**src/rtl/javk_bus_arb_if.sv**
```systemverilog
// javk_bus_arb_if: request/bus bundle between the JAVK bus masters and the arbiter.
//   req, lock      per-requester request level and bus lock
//   req_addr       flattened 16b addresses, requester i at [16i+15:16i]
//   req_rw         per-requester cycle type (1 = write)
//   req_wdata      flattened 8b write data, requester i at [8i+7:8i]
//   bus_din        databus input sample
//   gnt            one-hot grant
//   addrbus, rw    external address bus and write strobe
//   bus_dout       databus drive value (valid when rw=1)
//   rdata, rvalid  captured read data and its one-cycle qualifier
//   timeout        one-cycle pulse on forced release
// Modports: slave = arbiter side, master = requester side.
interface javk_bus_arb_if #(
   parameter int unsigned NREQ = 4
);
   logic [NREQ-1:0]    req;
   logic [NREQ-1:0]    lock;
   logic [NREQ*16-1:0] req_addr;
   logic [NREQ-1:0]    req_rw;
   logic [NREQ*8-1:0]  req_wdata;
   logic [7:0]         bus_din;
   logic [NREQ-1:0]    gnt;
   logic [15:0]        addrbus;
   logic               rw;
   logic [7:0]         bus_dout;
   logic [7:0]         rdata;
   logic               rvalid;
   logic               timeout;

   modport slave (
      input  req, lock, req_addr, req_rw, req_wdata, bus_din,
      output gnt, addrbus, rw, bus_dout, rdata, rvalid, timeout
   );

   modport master (
      output req, lock, req_addr, req_rw, req_wdata, bus_din,
      input  gnt, addrbus, rw, bus_dout, rdata, rvalid, timeout
   );
endinterface

```
**src/rtl/javk_bus_arb.sv**
```systemverilog
// javk_bus_arb: round-robin arbiter and sequencer for the JAVK external memory bus.
//   Shares the bus between the CPU core (requester 0) and NREQ-1 secondary masters,
//   registers the owner's address/rw/write data onto the bus and inserts one
//   turnaround cycle between owners.
// Ports:
//   clk   system clock, all logic on posedge
//   rst   synchronous active-high reset
//   bus   javk_bus_arb_if.slave (requests, per-requester payloads, bus outputs)
// Optional build: define BUS_ARB_TIMEOUT_EN to evict an unlocked owner after
//   MAX_HOLD consecutive grant cycles (timeout pulses on eviction).
module javk_bus_arb #(
   parameter int unsigned NREQ     = 4,
   parameter int unsigned MAX_HOLD = 16
) (
   input  logic          clk,
   input  logic          rst,
   javk_bus_arb_if.slave bus
);

   localparam int unsigned IDX_W = (NREQ > 1) ? $clog2(NREQ) : 1;
   localparam int unsigned AW    = 16;
   localparam int unsigned DW    = 8;
   localparam logic [NREQ-1:0] GNT_ONE = NREQ'(1);

   typedef enum logic [1:0] {
      S_IDLE  = 2'd0,
      S_GRANT = 2'd1,
      S_TURN  = 2'd2
   } state_e;

   state_e           state_q,   state_d;
   logic [IDX_W-1:0] rr_ptr_q,  rr_ptr_d;
   logic [IDX_W-1:0] owner_q,   owner_d;
   logic [NREQ-1:0]  gnt_q,     gnt_d;
   logic [AW-1:0]    addr_q,    addr_d;
   logic             rw_q,      rw_d;
   logic [DW-1:0]    dout_q,    dout_d;
   logic [DW-1:0]    rdata_q,   rdata_d;
   logic             rvalid_q,  rvalid_d;
   logic             acc_q,     acc_d;
   logic             timeout_q, timeout_d;

   logic [AW-1:0]    addr_arr_c  [NREQ];
   logic [DW-1:0]    wdata_arr_c [NREQ];
   logic [IDX_W-1:0] win_idx_c;
   logic             win_found_c;
   logic             release_c;
   logic             expire_c;

   // Unpack the flattened per-requester payloads.
   for (genvar g = 0; g < NREQ; g++) begin : g_unpack
      assign addr_arr_c[g]  = bus.req_addr[AW*g +: AW];
      assign wdata_arr_c[g] = bus.req_wdata[DW*g +: DW];
   end

   // Round-robin search starting just after the last winner; rr_ptr itself ranks last.
   always_comb begin
      int unsigned      idx;
      logic [IDX_W-1:0] cand;
      win_idx_c   = '0;
      win_found_c = 1'b0;
      idx         = 0;
      cand        = '0;
      for (int unsigned k = 1; k <= NREQ; k++) begin
         idx = 32'(rr_ptr_q) + k;
         if (idx >= NREQ) begin
            idx = idx - NREQ;
         end
         cand = IDX_W'(idx);
         if (!win_found_c && bus.req[cand]) begin
            win_found_c = 1'b1;
            win_idx_c   = cand;
         end
      end
   end

   assign release_c = !bus.req[owner_q] && !bus.lock[owner_q];

`ifdef BUS_ARB_TIMEOUT_EN
   localparam int unsigned HW = 8;

   logic [HW-1:0] hold_q, hold_d;

   // Counts unlocked grant cycles; cleared while idle so each tenure starts at zero.
   always_comb begin
      hold_d = hold_q;
      if (state_q == S_IDLE) begin
         hold_d = '0;
      end else if ((state_q == S_GRANT) && !bus.lock[owner_q]) begin
         hold_d = hold_q + HW'(1);
      end
   end

   always_ff @(posedge clk) begin
      if (rst) begin
         hold_q <= '0;
      end else begin
         hold_q <= hold_d;
      end
   end

   // Expiry fires on the edge where the count would reach MAX_HOLD.
   assign expire_c = (state_q == S_GRANT) && !bus.lock[owner_q] &&
                     (hold_q == HW'(MAX_HOLD - 1));
`else
   assign expire_c = 1'b0;
`endif

   // Next-state and bus sequencing.
   always_comb begin
      state_d   = state_q;
      rr_ptr_d  = rr_ptr_q;
      owner_d   = owner_q;
      gnt_d     = gnt_q;
      addr_d    = addr_q;
      rw_d      = 1'b0;
      dout_d    = dout_q;
      acc_d     = 1'b0;
      timeout_d = 1'b0;
      // A read driven last cycle completes now, whatever the current state.
      rvalid_d  = acc_q && !rw_q;
      rdata_d   = (acc_q && !rw_q) ? bus.bus_din : rdata_q;

      unique case (state_q)
         S_IDLE: begin
            gnt_d = '0;
            if (win_found_c) begin
               state_d  = S_GRANT;
               owner_d  = win_idx_c;
               rr_ptr_d = win_idx_c;
               gnt_d    = GNT_ONE << win_idx_c;
            end
         end
         S_GRANT: begin
            if (release_c || expire_c) begin
               // addrbus keeps its last value through the turnaround.
               state_d   = S_TURN;
               gnt_d     = '0;
               timeout_d = expire_c && !release_c;
            end else begin
               addr_d = addr_arr_c[owner_q];
               rw_d   = bus.req_rw[owner_q];
               dout_d = wdata_arr_c[owner_q];
               acc_d  = 1'b1;
            end
         end
         S_TURN: begin
            gnt_d   = '0;
            state_d = S_IDLE;
         end
         default: begin
            gnt_d   = '0;
            state_d = S_IDLE;
         end
      endcase
   end

   always_ff @(posedge clk) begin
      if (rst) begin
         state_q   <= S_IDLE;
         rr_ptr_q  <= '0;
         owner_q   <= '0;
         gnt_q     <= '0;
         addr_q    <= '0;
         rw_q      <= 1'b0;
         dout_q    <= '0;
         rdata_q   <= '0;
         rvalid_q  <= 1'b0;
         acc_q     <= 1'b0;
         timeout_q <= 1'b0;
      end else begin
         state_q   <= state_d;
         rr_ptr_q  <= rr_ptr_d;
         owner_q   <= owner_d;
         gnt_q     <= gnt_d;
         addr_q    <= addr_d;
         rw_q      <= rw_d;
         dout_q    <= dout_d;
         rdata_q   <= rdata_d;
         rvalid_q  <= rvalid_d;
         acc_q     <= acc_d;
         timeout_q <= timeout_d;
      end
   end

   assign bus.gnt      = gnt_q;
   assign bus.addrbus  = addr_q;
   assign bus.rw       = rw_q;
   assign bus.bus_dout = dout_q;
   assign bus.rdata    = rdata_q;
   assign bus.rvalid   = rvalid_q;
   assign bus.timeout  = timeout_q;

endmodule

```
**src/flat_wrapper.sv**
```systemverilog
// flat-port wrapper written by rule: the top's interface ports become plain ports
module javk_bus_arb_flat 
#(
   parameter int unsigned NREQ     = 4,
   parameter int unsigned MAX_HOLD = 16
)
  (clk, rst, bus_req, bus_lock, bus_req_addr, bus_req_rw, bus_req_wdata, bus_bus_din, bus_gnt, bus_addrbus, bus_rw, bus_bus_dout, bus_rdata, bus_rvalid, bus_timeout);
  javk_bus_arb_if #(.NREQ(NREQ)) bus_i ();
  input  logic clk;
  input  logic rst;
  input wire logic [$bits(bus_i.req)-1:0] bus_req;
  input wire logic [$bits(bus_i.lock)-1:0] bus_lock;
  input wire logic [$bits(bus_i.req_addr)-1:0] bus_req_addr;
  input wire logic [$bits(bus_i.req_rw)-1:0] bus_req_rw;
  input wire logic [$bits(bus_i.req_wdata)-1:0] bus_req_wdata;
  input wire logic [$bits(bus_i.bus_din)-1:0] bus_bus_din;
  output wire logic [$bits(bus_i.gnt)-1:0] bus_gnt;
  output wire logic [$bits(bus_i.addrbus)-1:0] bus_addrbus;
  output wire logic [$bits(bus_i.rw)-1:0] bus_rw;
  output wire logic [$bits(bus_i.bus_dout)-1:0] bus_bus_dout;
  output wire logic [$bits(bus_i.rdata)-1:0] bus_rdata;
  output wire logic [$bits(bus_i.rvalid)-1:0] bus_rvalid;
  output wire logic [$bits(bus_i.timeout)-1:0] bus_timeout;
  assign bus_i.req = bus_req;
  assign bus_i.lock = bus_lock;
  assign bus_i.req_addr = bus_req_addr;
  assign bus_i.req_rw = bus_req_rw;
  assign bus_i.req_wdata = bus_req_wdata;
  assign bus_i.bus_din = bus_bus_din;
  assign bus_gnt = bus_i.gnt;
  assign bus_addrbus = bus_i.addrbus;
  assign bus_rw = bus_i.rw;
  assign bus_bus_dout = bus_i.bus_dout;
  assign bus_rdata = bus_i.rdata;
  assign bus_rvalid = bus_i.rvalid;
  assign bus_timeout = bus_i.timeout;
  javk_bus_arb #(.NREQ(NREQ), .MAX_HOLD(MAX_HOLD)) u_core (.clk(clk), .rst(rst), .bus(bus_i));
endmodule
```
**config.mk**
```make
export PLATFORM = sky130hd
export DESIGN_NAME = javk_bus_arb_flat
export DESIGN_NICKNAME = d
export VERILOG_FILES = /design/src/rtl/javk_bus_arb_if.sv /design/src/rtl/javk_bus_arb.sv /design/src/flat_wrapper.sv
export SDC_FILE = /design/constraint.sdc
export NUM_CORES = 1
export LEC_CHECK = 0
export ABC_CLOCK_PERIOD_IN_PS = 2000
export CAP_MARGIN = 15
export CORE_UTILIZATION = 35
export DETAILED_ROUTE_END_ITERATION = 10
export PLACE_DENSITY = 0.85
export SYNTH_ARGS = -nofsm -noshare
export SYNTH_HDL_FRONTEND = slang
export SYNTH_SLANG_ARGS = --single-unit
```
**constraint.sdc**
```tcl
create_clock -name clk -period 2 [get_ports clk]
set_input_delay 0.4 -clock clk [delete_from_list [all_inputs] [get_ports clk]]
set_output_delay 0.4 -clock clk [all_outputs]
set_load 0.01 [all_outputs]
```
==> flow_metrics.py <==
metrics = {
    "yosys": {
        "synth_warnings": 0,
        "netlist_area_um2": 2210,
        "synth-simple-area-share_pct": 12.2,
        "synth_top_family_by_area": "multiplexers",
        "yosys.area_share.adder_pct": 0,
        "synth-edff-count": 0,
        "yosysSeqAreaShare_pct": 39.0,
        "ys_types": 37,
        "synth_nets": 295,
        "muxShareOfSynthArea_pct": 25.8,
        "synth-compound-area-share_pct": 16.8,
        "synth_xor_area_share_pct": 0,
        "synth_ff_type": "dfxtp_1",
        "synthArstFlopShare_pct": 0,
        "synth_seq_cells": 43,
        "synth.avg_cell_area_um2": 12.5,
        "syn_inst": 177,
    },
    "flow_run": {
        "max-cap-violations": 0,
    },
    "clock_network": {
        "cts_resized": 0,
        "cts_tree": "yes",
        "numCtsBuffers": 5,
        "root_buffer": "clkbuf_8",
        "cts_buffer_depth": 2,
        "cts_sinks": 43,
        "hold_buffers": 0,
        "insertion_delay_ns": 0.29,
        "cts.clk_slew.worst_paths_ns": 0.09,
        "htreeDepth": 2,
        "post-cts-setup-buffer-count": 0,
    },
    "route": {
        "viasPerCell": 5.17,
        "drc": 0,
        "wl_per_cell_um": 16.6,
        "first_pass_iters": 4,
        "vias": 2129,
        "final_antenna_net_count": 0,
        "drt-total-wl_um": 6830,
        "drt_iter0_drc": 78,
    },
    "grt": {
        "antenna_found_initial": 0,
        "grt_max_degree": 29,
        "first_global_vias": 2110,
        "grt_overflow_total": 0,
        "grt_pass1_wl_um": 10200,
        "grtUsageTotal_pct": 20.1,
    },
    "outcome": {
        "run_status": "finished, final reports clean",
    },
    "worst_setup_path": {
        "worstPathMaxFanout": 5,
        "r2r_end": "u_core.bus.addrbus[10]",
        "critPathMaxStageDelay_ns": 0.43,
        "r2r_cells": 5,
        "crit_chain": "clkdlybuf4s50_1, buf_4, a221o_1, a2111oi_2, a32o_1",
        "worstPathArrival_ns": 2.05,
        "cpMaxStageDelayCell": "clkdlybuf4s50_1",
        "worstSetupEndpointType": "register",
        "critPathRequiredTime_ns": 2.23,
        "reg2reg_from": "u_core.rr_ptr_q[1]",
        "critPathLaunchType": "primary input",
        "crit_type": "in2reg",
        "cp-startpoint": "bus_req[1]",
        "critPathCapture": "u_core.bus.gnt[2]",
        "r2r_setup_slack_ns": 0.21,
    },
    "floorplan": {
        "num_rows": 28,
        "dieArea_um2": 6630,
        "die_h_um": 81.4,
        "start_util_pct": 36.9,
        "core_area_um2": 5990,
        "io_pins": 157,
        "die_w_um": 81.4,
    },
    "sta": {
        "worstMarginPinSlew_ns": 0.522,
        "fin_crit_ns": 1.82,
        "fin_ws_ns": 0.181,
        "finalSetupTns_ns": 0,
        "setup_violations": 0,
        "hold_ws_ns": 0.458,
        "finalHoldViolations": 0,
        "finalCritPeriodShare_pct": 90.9,
        "skew_ns": 0.00224,
        "rsz0062_at_grt": "no",
        "relSlewSlack_pct": 65.1,
        "slew_violations": 0,
        "fmax_mhz": 550,
    },
    "placement": {
        "portBuffers": 155,
        "post-place-ws_ns": -0.133,
        "gp_congestion": 0.911,
        "dpl.cell_count": 404,
        "dp_hpwl_um": 5580,
    },
    "cells_and_area": {
        "fin_cells": 412,
        "drive_above_1_share_pct": 16.0,
        "n_antenna_cell": 0,
        "nets": 454,
        "syn_to_final_growth_pct": 78.3,
    },
    "power": {
        "p_leak_nw": 1.42,
        "finalPower_mw": 3.02,
        "powerDensity_nw_per_um2": 768,
        "ir_drop_mv": 0.381,
    },
    "worst_hold_path": {
        "min_from": "u_core.bus.rdata[5]",
        "hp-class": "reg2reg",
    },
}
## power by group
group	total [mW]	switching, mW	internal [mW]
Clock	0.559	0.309	0.250
Sequential	1.13	0.124	1.01
Combinational	1.33	0.489	0.841
Total	3.02	0.922	2.10
## how the worst min path moves through the flow
stage                           to  slack (ns)  cells after the start
2_1_floorplan   u_core.rr_ptr_q[0]        0.47                      1
3_3_place_gp   u_core.bus.rdata[5]        0.44                      2
3_5_place_dp   u_core.bus.rdata[5]        0.45                      2
4_1_cts        u_core.bus.rdata[5]        0.46                      2
5_1_grt        u_core.bus.rdata[5]        0.47                      2
6_report       u_core.bus.rdata[5]        0.46                      2
## synth_stat cells, types with 2 or more instances
master | instances | share of area (%)
clkbuf_1 | 4 | 0.68
nor2b_1 | 2 | 0.57
o31ai_1 | 2 | 0.68
nand2_1 | 18 | 3.1
nand3_1 | 3 | 0.68
buf_6 | 3 | 1.5
mux4_1 | 2 | 2.4
a22o_1 | 24 | 9.5
a32o_1 | 2 | 0.91
buf_2 | 3 | 0.68
mux4_2 | 23 | 23
dfxtp_1 | 43 | 39
nor4b_2 | 2 | 1.4
inv_2 | 2 | 0.34
buf_4 | 2 | 0.68
nand2b_1 | 5 | 1.4
and3_1 | 2 | 0.57
inv_1 | 3 | 0.51
a21oi_1 | 10 | 2.3
buf_8 | 2 | 1.4
nor2_1 | 4 | 0.68
## worst max-delay path: cells and delay by family
| kind | cells | cell delay [ns] |
|---|---|---|
| compound gates | 3 | 1.06 |
| buf+inv | 2 | 0.59 |
## state kept, by name, summed over array words and instances (netlist names)
| register | count |
|---|---|
| u_core.bus.addrbus | 16 |
| u_core.bus.gnt | 4 |
| u_core.rr_ptr_q | 2 |
| u_core.bus.rvalid | 1 |
| u_core.bus.rw | 1 |
| u_core.bus.rdata | 8 |
| u_core.state_q | 2 |
| u_core.bus.bus_dout | 8 |
| u_core.acc_q | 1 |
## stage by stage
step                      instance area [um2]  utilization [%]
final                                    3940             65.7
after global routing                     3940             65.7
after CTS                                3940             65.7
after detailed placement                 3840             64.2
after global placement                   3840             64.2
after floorplan                          2210                -
## kinds of logic (layout without fill, tap and decap cells)
kind of cell,Yosys count,after routing
simple gates,43,43
buf+inv,20,180
mux,25,25
compound gates,45,45
other cells,1,1
flops,43,43
## final cells by class
type	count	area (um2)
Fill cell	489	2050
Sequential cell	43	862
Clock inverter	3	23.8
Inverter	5	18.8
Tap cell	75	93.8
Timing Repair Buffer	167	1650
Multi-Input combinational cell	114	1220
Clock buffer	5	68.8
## cells in the final DEF (no fill, tap or decap), types with 3 or more instances in the layout
cell / netlist / layout
mux4_2: 23 / 23
clkbuf_8: 0 / 5
dfxtp_1: 43 / 42
nand2b_1: 5 / 5
nor2_1: 4 / 4
a21oi_1: 10 / 10
buf_4: 2 / 11
a22o_1: 24 / 24
nand3_1: 3 / 3
inv_1: 3 / 3
clkdlybuf4s50_1: 0 / 155
nand2_1: 18 / 18
## per-layer routing
| metal | track usage (%) | routed length (um) | up-vias |
|---|---|---|---|
| met5 | 0 | 0 | - |
| met4 | 3.21 | 37 | 0 |
| met3 | 3.00 | 430 | 6 |
| met2 | 39.4 | 3780 | 85 |
| met1 | 23.0 | 2580 | 1032 |
| li1 | - | - | 1006 |
Note: power is estimated with default switching activity, not from simulation.
